**config.mk**
```make
export PLATFORM = sky130hd
export DESIGN_NAME = mem_arbiter
export DESIGN_NICKNAME = d
export VERILOG_FILES = /design/src/rtl/mem_arbiter.sv
export SDC_FILE = /design/constraint.sdc
export NUM_CORES = 1
export LEC_CHECK = 0
export CORE_MARGIN = 4
export CORE_UTILIZATION = 35
export DETAILED_ROUTE_END_ITERATION = 8
export HOLD_SLACK_MARGIN = 0.1
export PLACE_DENSITY = 0.81
export SETUP_SLACK_MARGIN = 0.3
export SYNTH_ARGS = -nofsm -noshare
export SYNTH_HDL_FRONTEND = slang
export SYNTH_SLANG_ARGS = --single-unit
```
**constraint.sdc**
```tcl
create_clock -name clk -period 7.7 [get_ports clk]
set_input_delay 1.54 -clock clk [delete_from_list [all_inputs] [get_ports clk]]
set_output_delay 1.54 -clock clk [all_outputs]
set_load 0.01 [all_outputs]
```
**src/rtl/mem_arbiter.sv**
```systemverilog
// mem_arbiter
//   Clocked arbiter that hands the single memory_unit port to one of NUM_CH
//   requesters, registers the winner's command and runs the execute/ready
//   handshake to completion. A channel can hold ch_lock to keep ownership
//   across several back-to-back accesses.
//
// Ports
//   clk, rst          system clock, asynchronous active-high reset
//   ch_execute        per-channel request, held until that channel's ch_done
//   ch_lock           per-channel lock, only honoured for the current owner
//   ch_func           flattened, channel i at [2*i +: 2]
//   ch_address1/2     flattened, channel i at [i*ADDR_W +: ADDR_W]
//   ch_write_data     flattened, channel i at [i*DATA_W +: DATA_W]
//   mem_ready         is_ready from memory_unit
//   mem_*             registered command towards memory_unit
//   ch_done           one-cycle completion pulse to the owner
//   grant             one-hot current owner, 0 when nobody owns the port
//   busy              high whenever the FSM is outside IDLE
//
// state     | meaning
// ----------+----------------------------------------------------------
// IDLE      | arbitrate among eligible requests while memory is ready
// ISSUE     | mem_execute high for exactly this cycle
// WAIT_BUSY | wait for memory to drop ready (accept a command)
// WAIT_DONE | wait for memory to raise ready again (command finished)
// DONE      | ch_done pulse to the owner, read data valid at memory
module mem_arbiter #(
  parameter int NUM_CH  = 5,
  parameter int ADDR_W  = 16,
  parameter int DATA_W  = 16,
  parameter bit RR_MODE = 1'b1
) (
  input  logic                     clk,
  input  logic                     rst,
  input  logic [NUM_CH-1:0]        ch_execute,
  input  logic [NUM_CH-1:0]        ch_lock,
  input  logic [2*NUM_CH-1:0]      ch_func,
  input  logic [ADDR_W*NUM_CH-1:0] ch_address1,
  input  logic [ADDR_W*NUM_CH-1:0] ch_address2,
  input  logic [DATA_W*NUM_CH-1:0] ch_write_data,
  input  logic                     mem_ready,
  output logic                     mem_execute,
  output logic [1:0]               mem_func,
  output logic [ADDR_W-1:0]        mem_address1,
  output logic [ADDR_W-1:0]        mem_address2,
  output logic [DATA_W-1:0]        mem_write_data,
  output logic [NUM_CH-1:0]        ch_done,
  output logic [NUM_CH-1:0]        grant,
  output logic                     busy
);

  localparam int PTR_W = (NUM_CH > 1) ? $clog2(NUM_CH) : 1;
  localparam logic [NUM_CH-1:0] ONE = 1;

  typedef enum logic [2:0] {IDLE, ISSUE, WAIT_BUSY, WAIT_DONE, DONE} state_t;

  state_t            state;
  logic [PTR_W-1:0]  rr_last;
  logic [PTR_W-1:0]  owner;
  logic              lock_valid;
  logic              lock_hold;
  logic [NUM_CH-1:0] eligible;
  logic              win_found;
  logic [PTR_W-1:0]  win_idx;
  int                cand;

  logic [1:0]        func_a  [NUM_CH];
  logic [ADDR_W-1:0] addr1_a [NUM_CH];
  logic [ADDR_W-1:0] addr2_a [NUM_CH];
  logic [DATA_W-1:0] wdata_a [NUM_CH];

  for (genvar i = 0; i < NUM_CH; i++) begin : g_unpack
    assign func_a[i]  = ch_func[2*i +: 2];
    assign addr1_a[i] = ch_address1[i*ADDR_W +: ADDR_W];
    assign addr2_a[i] = ch_address2[i*ADDR_W +: ADDR_W];
    assign wdata_a[i] = ch_write_data[i*DATA_W +: DATA_W];
  end

  // The retained owner only blocks others while its lock is still high, so a
  // lock dropped during IDLE reopens arbitration in that very cycle.
  assign lock_hold = lock_valid && ch_lock[owner];

  always_comb begin
    eligible = ch_execute;
    if (lock_hold) eligible = ch_execute & (ONE << owner);
  end

  // Round-robin search starts just after the last winner; fixed priority
  // starts at channel 0.
  always_comb begin
    win_found = 1'b0;
    win_idx   = '0;
    cand      = 0;
    for (int k = 0; k < NUM_CH; k++) begin
      cand = RR_MODE ? (int'(rr_last) + 1 + k) % NUM_CH : k;
      if (!win_found && eligible[PTR_W'(cand)]) begin
        win_found = 1'b1;
        win_idx   = PTR_W'(cand);
      end
    end
  end

  always_ff @(posedge clk or posedge rst) begin
    if (rst) begin
      state          <= IDLE;
      rr_last        <= PTR_W'(NUM_CH - 1);
      owner          <= '0;
      lock_valid     <= 1'b0;
      mem_execute    <= 1'b0;
      mem_func       <= '0;
      mem_address1   <= '0;
      mem_address2   <= '0;
      mem_write_data <= '0;
      ch_done        <= '0;
      grant          <= '0;
      busy           <= 1'b0;
    end else begin
      case (state)
        IDLE: begin
          if (mem_ready && win_found) begin
            owner          <= win_idx;
            rr_last        <= win_idx;
            grant          <= ONE << win_idx;
            mem_func       <= func_a[win_idx];
            mem_address1   <= addr1_a[win_idx];
            mem_address2   <= addr2_a[win_idx];
            mem_write_data <= wdata_a[win_idx];
            mem_execute    <= 1'b1;
            busy           <= 1'b1;
            state          <= ISSUE;
          end else if (!lock_hold) begin
            lock_valid <= 1'b0;
            grant      <= '0;
          end
        end
        ISSUE: begin
          mem_execute <= 1'b0;
          state       <= WAIT_BUSY;
        end
        WAIT_BUSY: begin
          if (!mem_ready) state <= WAIT_DONE;
        end
        WAIT_DONE: begin
          if (mem_ready) begin
            ch_done <= grant;
            state   <= DONE;
          end
        end
        DONE: begin
          ch_done    <= '0;
          busy       <= 1'b0;
          lock_valid <= ch_lock[owner];
          if (!ch_lock[owner]) grant <= '0;
          state      <= IDLE;
        end
        default: state <= IDLE;
      endcase
    end
  end

endmodule

```
# Yosys cells after proc, flatten, opt, wreduce, memory -nomap -nowiden

Cells that the tools add are included.

Add/sub/neg operators: 5
Divide/modulo/power cells: 5
Order comparisons: 7
Equal/unequal tests: 11
Shift-type cells: 2
Mux-type cells: 56
Bitwise logic cells: 2
Reductions and logical operators: 21

Operator list:

| cell                                                                     | number |
|---|---|
| 32-bit by 4-bit remainder unit with 32-bit output, second input constant | 5 |
| 16-bit binary-select mux with 3-bit select                               | 3 |
| 16-bit 2-to-1 mux                                                        | 6 |
| 32-bit by 3-bit adder with 32-bit output, second input constant          | 2 |
| 32-bit by 2-bit adder with 32-bit output, second input constant          | 1 |
| 3-bit by 5-bit < comparator with 1-bit output, second input constant     | 5 |
| 5-bit 2-to-1 mux                                                         | 5 |
| 3-bit 2-to-1 mux                                                         | 8 |
| 5-bit one-hot mux with 2 select lines                                    | 2 |
| 1-bit 2-to-1 mux                                                         | 19 |
| 1-bit binary-select mux with 3-bit select                                | 6 |
| 2-bit != test, second input constant                                     | 6 |
| 3-bit one-hot mux with 4 select lines                                    | 1 |
| 1-bit by 3-bit left shift with 5-bit output, first input constant        | 2 |
| 3-bit AND reduction                                                      | 3 |
| 2-bit AND reduction                                                      | 4 |
| 2-bit binary-select mux with 3-bit select                                | 1 |
| 3-bit by 2-bit equality test with 1-bit output, second input constant    | 2 |
| 1-bit logical AND                                                        | 6 |
| 1-bit one-hot mux with 2 select lines                                    | 3 |
| 2-bit nonzero test                                                       | 3 |
| 4-bit by 3-bit adder with 5-bit output, second input constant            | 1 |
| 5-bit AND                                                                | 1 |
| 3-bit by 1-bit adder with 4-bit output, second input constant            | 1 |
| other kinds (9)                                                          | 13 |

Flip-flop bits (word level): 72
Input port bits: 263
Output and inout port bits: 62

# Depth between registers and ports, before layout

Gate-level depths: netlist of run 1.

Depth after elaboration: 24
Depth in mapped cells: 32

# Worst setup path after synthesis of run 1

No wires, ideal clock.

Kind: flip-flop to flip-flop
From: register rr_last[0]
To: register mem_address2[0]
Library setup time: 94 ps
Arrival: 7362 ps
Data required time: 7606 ps
Path slack: 244 ps
Stages on the path, launching flop included: 32
Period minus slack after synthesis: 7456 ps
Cells stage by stage: dfrtp_1 > buf_2 > buf_2 > inv_1 > clkbuf_1 > ha_1 > buf_2 > inv_1 > ha_1 > nand2b_1 > and3b_1 > o21ai_0 > ha_1 > a41o_1 > a311o_1 > and3_1 > a211oi_2 > ha_1 > nor2b_1 > nor3_1 > a22o_1 > a221oi_2 > o21ai_0 > mux4_2 > mux2i_4 > nand3b_4 > nor4b_1 > o32a_1 > and2_4 > buf_6 > buf_6 > a221oi_2

Cells in the longest elaborated chain, start to end: 22
Elaborated cells between the ends (all ways): 49
Those cells by class: add/sub (5); div (5); mux (28); bitwise (1); reduce/logical (10)

RTL lines:

| what                                                                                              | RTL line | source |
|---|---|---|
| start, declared                                                                                   | 58       | `logic [PTR_W-1:0] rr_last;` |
| start signal, assigned                                                                            | 106      | `rr_last <= PTR_W'(NUM_CH - 1);` |
| start signal, assigned                                                                            | 122      | `rr_last <= win_idx;` |
| 3-bit by 1-bit adder with 4-bit output *                                                          | 95       | `cand = RR_MODE ? (int'(rr_last) + 1 + k) % NUM_CH : k;` |
| parallel branches: the longest is 21 deep, another holds 32-bit by 2-bit adder with 32-bit output | --       |  |
| end signal, assigned                                                                              | 126      | `mem_address2 <= addr2_a[win_idx];` |
| end, declared                                                                                     | 45       | `output logic [ADDR_W-1:0] mem_address2,` |

Every way passes the cells marked *. The select of a mux whose other input is x is not followed.
A chain may end at the register's enable or synchronous reset.

# Worst setup path in the final report of run 1

From: register rr_last[0]
To: register mem_write_data[3]

Cells in the longest elaborated chain, start to end: 22
Elaborated cells between the ends (all ways): 49
Those cells by class: add/sub (5); div (5); mux (28); bitwise (1); reduce/logical (10)

RTL lines:

| what                                                                                              | RTL line | source |
|---|---|---|
| 3-bit by 1-bit adder with 4-bit output *                                                          | 95       |  |
| parallel branches: the longest is 21 deep, another holds 32-bit by 2-bit adder with 32-bit output | --       |  |
| end signal, assigned                                                                              | 127      | `mem_write_data <= wdata_a[win_idx];` |
| end, declared                                                                                     | 46       | `output logic [DATA_W-1:0] mem_write_data,` |

Marked as above.

==> impl_metrics.yaml, run 1 <==
synth:
  synth_seq_area_share_pct: 23.4
  synthAdderAreaFrac_pct: 6.18
  synth_top_family_by_area: "compound AO/OA/AOI/OAI gates"
  synth_seq_cells: 70
  yosys.area_share.simple_pct: 14.9
  synth_xor_area_share_pct: 2.19
  yosysWarnings: 0
  synthesis.nets: 1124
  synthCells: 824
  syn_avg_cell_area_um2: 9.08
  ys_types: 95
  synthFlopType: "dfrtp_1"
  syn-cell-area_mm2: 0.00749
  synth_compound_area_share_pct: 31.9
  synth_mux_area_share_pct: 15.5
  async_flop_share_pct: 100
  synth_edf_count: 0
cts:
  cts-htree-levels: 3
  root_buffer: "clkbuf_16"
  clockBufferDepth: 2
  clk_pin_slew_ns: 0.06
  tritoncts: "done"
  clk_latency_ns: 0.35
  ctsHoldBuffers: 0
  numCtsBuffers: 9
  clock_sinks: 70
critical_path:
  crit_type: "reg -> reg"
  cp-end-kind: "flop"
  timing.reg2reg.worst_path_depth: 28
  timing.rr.end: "mem_write_data[3]"
  critPathMaxFanout: 22
  start_kind: "flop"
  path_common_cell: "ha_1"
  critical_path_required_ns: 7.91
  path_delay_family: "compound AO/OA/AOI/OAI gates"
  critPathMaxStageDelay_ns: 0.60
  critPathArrivalTime_ns: 7.12
  path_buf_inv: 4
  slowest_stage: "a2111oi_1"
  r2r_slack_ns: 0.79
  r2r-start: "rr_last[0]"
drt:
  vias: 8374
  drc: 0
  wirelength_um: 32000
  vias_per_cell: 5.92
  dr.first_iter.drc_count: 613
  ant_nets: 0
  wire_per_inst_um: 22.6
  first_pass_iters: 5
worst_hold_path:
  min_path_type: "reg -> reg"
  min_path_cells: 1
  hp-start: "state[0]"
  hold_end: "mem_execute"
grt:
  grt_use_met3_pct: 4.53
  grt_pass1_vias: 8167
  overflow: 0
  grtUsageMet1_pct: 30.2
  use_met2_pct: 43.1
  grt_use_total_pct: 24.4
  antenna_found_initial: 0
  grt_max_degree: 71
  busiest_layer: "met2"
  grt_pass1_wl_um: 46100
timing:
  skew_ns: 0.00963
  fin_crit_ns: 6.91
  fin_crit_sh_pct: 89.7
  clock.fmax_ghz: 0.145
  tightest_slew_ns: 1.01
  fin_tns_setup_ns: 0
  finalHoldViolations: 0
  slew_violations: 0
  setup_viol: 0
  slew_headroom_pct: 32.8
  hold_ws_ns: 0.525
  rsz0062_at_grt: "false"
cells_and_area:
  drive_gt1_share_pct: 12.6
  synthToLayoutAreaGrowth_pct: 53.5
  antennaDiodeCount: 0
  layout.nets: 1434
placement:
  dp_hpwl_um: 23400
  port-buffer-count: 324
  gp_congestion: 0.958
floorplanning:
  start_util_pct: 35.6
  die-height_um: 154
  dieArea_mm2: 0.0238
  core_area_mm2: 0.0210
  die_w_um: 154
  rows: 53
  io_pins: 325
run_status:
  status: "finished, final reports clean"
job:
  maxCapViolCount: 0
-- placed cells by master (no fill, tap or decap), types with 11 or more instances in the layout --
master | Yosys | final
a221oi_2 | 43 | 43
a21oi_1 | 39 | 37
nand2b_1 | 12 | 12
dfrtp_1 | 69 | 69
buf_4 | 8 | 24
clkdlybuf4s50_1 | 0 | 324
o21ai_0 | 77 | 74
or3_1 | 50 | 50
inv_1 | 28 | 27
nand2_1 | 40 | 40
ha_1 | 37 | 36
o21a_1 | 13 | 13
nor2_1 | 36 | 35
mux2i_1 | 103 | 103
xnor2_1 | 12 | 11
-- state kept, by name, summed over array words and instances (netlist names), 2 cells and up --
signal,count
mem_func,2
rr_last,3
mem_write_data,16
grant,5
mem_address2,16
ch_done,5
state,3
mem_address1,16
-- what timing repair did --
| item | 4_1_cts | 5_1_grt |
|---|---|---|
| resized for setup | 0 | 16 |
| setup buffers | 0 | 1 |
| pin swaps | 2 | 3 |
| cloned | 2 | 4 |
| endpoints found under the setup margin | 12 | 58 |
-- logic make-up after synthesis --
logic type,Yosys count
buffers and inverters,89
muxes,112
and+or+nand+nor,201
DFF,70
AOI/OAI and AO/OA,298
xor gates and xnor gates,17
adders and majority gates,37
-- cells in the mapped netlist, drive strengths merged, types with 4 or more instances --
library cell / instances / area [um^2]
mux2: 7 / 82.6
o211ai: 5 / 42.5
a311oi: 7 / 61.3
nor2: 37 / 141
o22ai: 10 / 62.6
a211o: 7 / 61.3
or2: 4 / 25.0
and3: 6 / 37.5
nand2: 41 / 161
nand4: 5 / 31.3
xnor2: 13 / 121
a22o: 6 / 52.6
xor2: 4 / 42.6
ha: 37 / 463
o21ai: 81 / 405
nand3: 8 / 52.6
a211oi: 15 / 138
a2111oi: 6 / 56.3
nand2b: 12 / 75.1
nor2b: 11 / 68.8
clkbuf: 27 / 105
o21a: 13 / 97.6
dfrtp: 69 / 1730
a21boi: 10 / 75.1
mux2i: 104 / 1050
or3: 51 / 324
a21oi: 41 / 213
a221oi: 47 / 681
and2: 5 / 33.8
a31oi: 5 / 31.3
a21o: 5 / 37.5
a31o: 5 / 43.8
nor3: 6 / 30.0
inv: 31 / 116
buf: 31 / 224
-- worst max path at each step --
stage	start	end	slack, ns	depth (start not counted)
global route	rr_last[0]	mem_write_data[7]	0.29	26
detailed placement	rr_last[0]	mem_address2[0]	0.29	28
CTS	rr_last[0]	mem_write_data[10]	0.29	27
global placement	rr_last[0]	mem_write_data[9]	0.55	25
floorplan	rr_last[0]	mem_address2[0]	0.37	31
finish	rr_last[0]	mem_write_data[3]	0.79	28
-- final cells by class --
type                    instances  area (um^2)
clock buffers                  11          243
clock inverters                 5          106
fillers                      1858         9530
inverters                      31          118
multi-input cells             671         5460
flip-flops and latches         70         1750
well taps                     275          344
repair buffers                351         3470
-- through the flow --
stage	area [um^2]	instances	utilization [%]	setup WS, ns
3_3_place_gp	11000	1391	52.4	0.555
4_1_cts	11400	1409	54.2	0.295
3_5_place_dp	11000	1391	52.4	0.292
5_1_grt	11500	1414	54.7	0.293
6_report	11500	1414	54.7	0.792
2_1_floorplan	7490	824	-	0.367
-- routing by layer --
metal	vias to the layer above	wire, um
met5	-	0
met4	0	882
met1	4064	12500
met3	59	2540
li1	3815	-
met2	436	16100
Power of run 1 is not shown: default switching activity piles up to over one toggle a cycle in this logic, so the estimate is an artifact.
==> run 2: changes to the inputs <==
Settings changed: CORE_MARGIN 4 to unset.
==> run 2 against run 1 <==
- via count fell by 2.3%
- sequential cell count is the same
- final area down 0.39%
==> impl_metrics.yaml, run 2 (synthesized netlist as in run 1, its figures left out) <==
timing:
  slew_headroom_pct: 35.7
  rsz0062_at_grt: "true"
  setup_viol: 0
  slew_violations: 0
  skew_ns: 0.00894
  fin_ws_ns: 0.743
  clock.fmax_ghz: 0.144
  finalHoldViolations: 0
  fin_tns_setup_ns: 0
  tightest_slew_ns: 0.965
  fin_crit_ns: 6.96
  fin_crit_sh_pct: 90.3
  hold_ws_ns: 0.526
floorplanning:
  io_pins: 325
  die-height_um: 148
  dieArea_mm2: 0.0220
  rows: 53
  start_util_pct: 35.6
  core_area_mm2: 0.0210
  die_w_um: 148
critical_path:
  critPathMaxStageDelay_ns: 0.50
  timing.rr.end: "mem_address1[14]"
  critical_path_required_ns: 7.90
  cp-end-kind: "flop"
  critPathArrivalTime_ns: 7.16
  crit_type: "reg -> reg"
  critPathMaxFanout: 13
  path_delay_family: "compound AO/OA/AOI/OAI gates"
  timing.reg2reg.worst_path_depth: 29
  slowest_stage: "mux4_2"
  r2r_slack_ns: 0.74
  path_buf_inv: 4
  r2r-start: "rr_last[1]"
  start_kind: "flop"
cts:
  clk_pin_slew_ns: 0.06
  root_buffer: "clkbuf_16"
  numCtsBuffers: 9
  clk_latency_ns: 0.34
  clockBufferDepth: 2
  tritoncts: "done"
  cts-htree-levels: 3
  ctsHoldBuffers: 0
  clock_sinks: 70
cells_and_area:
  layout.nets: 1433
  layout_commonest_cell: "clkdlybuf4s50_1"
  layout_common_cells: "clkdlybuf4s50_1 (324), mux2i_1 (103), o21ai_0 (75)"
  drive_gt1_share_pct: 12.3
  reg_top3: "mem_address1 x16, mem_address2 x16, mem_write_data x16"
  synthToLayoutAreaGrowth_pct: 52.9
  fin_util_pct: 54.5
worst_hold_path:
  hold_end: "mem_execute"
  min_path_cells: 1
  min_path_type: "reg -> reg"
  hp-start: "state[0]"
drt:
  wire_per_inst_um: 21.2
  vias_per_cell: 5.79
  first_pass_iters: 5
  wirelength_um: 30000
  drc: 0
  ant_nets: 0
  vias: 8185
  dr.first_iter.drc_count: 496
placement:
  port-buffer-count: 324
  post-place-ws_ns: 0.119
  dp_hpwl_um: 22600
  gp_congestion: 0.958
job:
  maxCapViolCount: 0
grt:
  overflow: 0
  grt_max_degree: 71
  grt_use_total_pct: 26.2
  antenna_found_initial: 1
  grt_pass1_wl_um: 44400
  grt_pass1_vias: 7959
run_status:
  status: "finished, final reports clean"
## run 2: through the flow
step	instance area, um^2	cells
floorplan	7490	824
global placement	11000	1391
detailed placement	11000	1391
CTS	11400	1408
global route	11400	1414
finish	11400	1414
## run 2: final cells by class
| type | instances | area [um^2] |
|---|---|---|
| multi-input combinational | 668 | 5410 |
| timing repair buffer | 353 | 3500 |
| antenna | 1 | 2.50 |
| inverter | 31 | 116 |
| sequential | 70 | 1750 |
| clock inverter | 6 | 85.1 |
| tap | 275 | 344 |
| fill | 1840 | 9570 |
| clock buffer | 10 | 239 |
## run 2: worst max path at each step
stage,start,end,depth (start not counted)
3_3_place_gp,rr_last[1],mem_address2[0],27
4_1_cts,rr_last[1],mem_address1[14],27
6_report,rr_last[1],mem_address1[14],29
5_1_grt,rr_last[1],mem_func[1],26
2_1_floorplan,rr_last[0],mem_address2[0],31
3_5_place_dp,rr_last[1],mem_address2[0],27
## run 2: per-layer routing
layer	vias up	part of all wire, %	GRT usage [%]
li1	3800	-	-
met1	3974	40	32.4
met2	350	49	43.9
met3	61	6.8	5.34
met4	0	3.6	11.5
met5	-	0	0
## run 2: timing repair
action | 4_1_cts | 5_1_grt
endpoints found under the setup margin | 31 | 57
gates cloned | 1 | 2
endpoints found under the hold margin | 0 | 0
resized for setup | 2 | 9
pin swaps | 2 | 4
buffers inserted | 0 | 3
Power of run 2 is left out for the same reason.
==> run 3: changes to the inputs <==
Settings changed: CORE_UTILIZATION 35 to 40, PLACE_DENSITY 0.81 to 0.9.
==> run 3 against run 2 <==
- sequential share of layout area is 0.16 points higher
- critical path type unchanged
- setup slack worse by 0.085 ns
- register-to-register slack lost 0.08 ns
- non-clock buffer count fell by 6
- count of clock-buffer cells in the layout is 5 higher
- maximum frequency decreased by 1.2%
- critical endpoint is now mem_write_data[11]
- final area decreased by 0.89%
- utilization is 8.1 points higher
- wire length increased by 2.5%
- final cell count fell by 3.7%
- global-route usage up 4.7 points
- the run now ends with DRC left
- critical path depth is 1 lower
==> impl_metrics.yaml, run 3 (synthesized netlist as in run 1, its figures left out) <==
floorplanning:
  io_pins: 325
  dieArea_mm2: 0.0193
  die-height_um: 139
  rows: 49
  start_util_pct: 41.3
  core_area_mm2: 0.0181
  die_w_um: 139
run_status:
  violations: "DRC"
  status: "finished with violations"
grt:
  grt_pass1_wl_um: 45900
  antenna_found_initial: 0
  overflow: 0
  grt_use_total_pct: 30.9
  grt_max_degree: 71
  grt_pass1_vias: 8095
cells_and_area:
  antennaDiodeCount: 0
  synthToLayoutAreaGrowth_pct: 51.6
  drive_gt1_share_pct: 12.2
  layout_common_cells: "clkdlybuf4s50_1 (324), mux2i_1 (101), o21ai_0 (75)"
  nFillCells: 1452
  reg_top3: "mem_address1 x16, mem_address2 x16, mem_write_data x16"
  layout_commonest_cell: "clkdlybuf4s50_1"
  layout.nets: 1428
drt:
  ant_nets: 0
  wirelength_um: 30700
  drc: 2
  wire_per_inst_um: 22.6
  vias_per_cell: 6.05
  first_pass_iters: 7
  vias: 8237
  dr.first_iter.drc_count: 664
cts:
  cts-htree-levels: 3
  clockBufferDepth: 2
  clock_sinks: 70
  tritoncts: "done"
  numCtsBuffers: 9
  clk_latency_ns: 0.35
  clk_pin_slew_ns: 0.06
  root_buffer: "clkbuf_16"
timing:
  slew_headroom_pct: 37.1
  fin_crit_ns: 7.04
  slew_violations: 0
  fin_tns_setup_ns: 0
  clock.fmax_ghz: 0.142
  skew_ns: 0.0111
  setup_viol: 0
  fin_crit_sh_pct: 91.4
  rsz0062_at_grt: "false"
  finalHoldViolations: 0
  fin_ws_ns: 0.659
  tightest_slew_ns: 0.943
placement:
  port-buffer-count: 324
  post-place-ws_ns: -0.0574
  gp_congestion: 0.961
  dp_hpwl_um: 22800
critical_path:
  critical_path_required_ns: 7.93
  path_buf_inv: 4
  path_delay_family: "compound AO/OA/AOI/OAI gates"
  crit_type: "reg -> reg"
  critPathMaxFanout: 29
  cp-end-kind: "flop"
  critPathMaxStageDelay_ns: 0.72
  slowest_stage: "dfstp_2"
  critPathArrivalTime_ns: 7.27
  path_common_cell: "ha_1"
  start_kind: "flop"
job:
  maxCapViolCount: 0
worst_hold_path:
  min_path_type: "reg -> reg"
==> run 3: area by class of cell <==
type | instances | area, um^2 | share of cell area (%)
inverter | 31 | 118 | 1.04
multi-input combinational | 669 | 5430 | 47.9
clock buffer | 15 | 288 | 2.54
timing repair buffer | 347 | 3470 | 30.6
tap | 229 | 287 | 2.53
sequential | 70 | 1760 | 15.5
==> run 3: final timing paths <==
kind / start / end / slack (ns) / cells after the start
max: rr_last[2] / mem_write_data[11] / 0.66 / 28
min reg2reg: state[0] / mem_execute / 0.51 / 1
min: state[0] / mem_execute / 0.51 / 1
max reg2reg: rr_last[2] / mem_write_data[11] / 0.66 / 28
min in group asynchronous: rst / mem_write_data[2] / 1.80 / 3
max in group asynchronous: rst / rr_last[1] / 5.24 / 3
==> run 3: worst reg2reg max path, delay by kind of cell (launching register included) <==
family | cells | cell delay [ns]
flops | 1 | 0.72
fa+ha+maj | 3 | 0.72
mux | 2 | 0.78
simple gates | 9 | 1.25
compound gates | 10 | 2.64
buf+inv | 4 | 0.80
==> run 3: timing repair <==
item	4_1_cts	5_1_grt
hold endpoints to repair	0	0
pin swaps	4	1
buffers inserted	2	0
cloned	3	1
hold buffers	0	0
endpoints found under the setup margin	54	60
resized for setup	10	14
==> run 3: metrics by stage <==
| stage | util (%) | instances | instance area [um^2] | hold WS, ns |
|---|---|---|---|---|
| floorplan | - | 824 | 7490 | 0.460 |
| global placement | 60.2 | 1340 | 10900 | 0.488 |
| detailed placement | 60.2 | 1340 | 10900 | 0.505 |
| CTS | 62.2 | 1360 | 11300 | 0.511 |
| global route | 62.5 | 1361 | 11300 | 0.554 |
| finish | 62.5 | 1361 | 11300 | 0.511 |
==> run 3: routing by layer <==
metal  vias to the layer above  track usage, %  routed length, um
li1                       3800               -                  -
met1                      3951            37.0              12100
met2                       418            53.0              15000
met3                        68            7.46               2570
met4                         0            12.5               1060
met5                         -               0                  0
Power of run 3 is left out for the same reason.
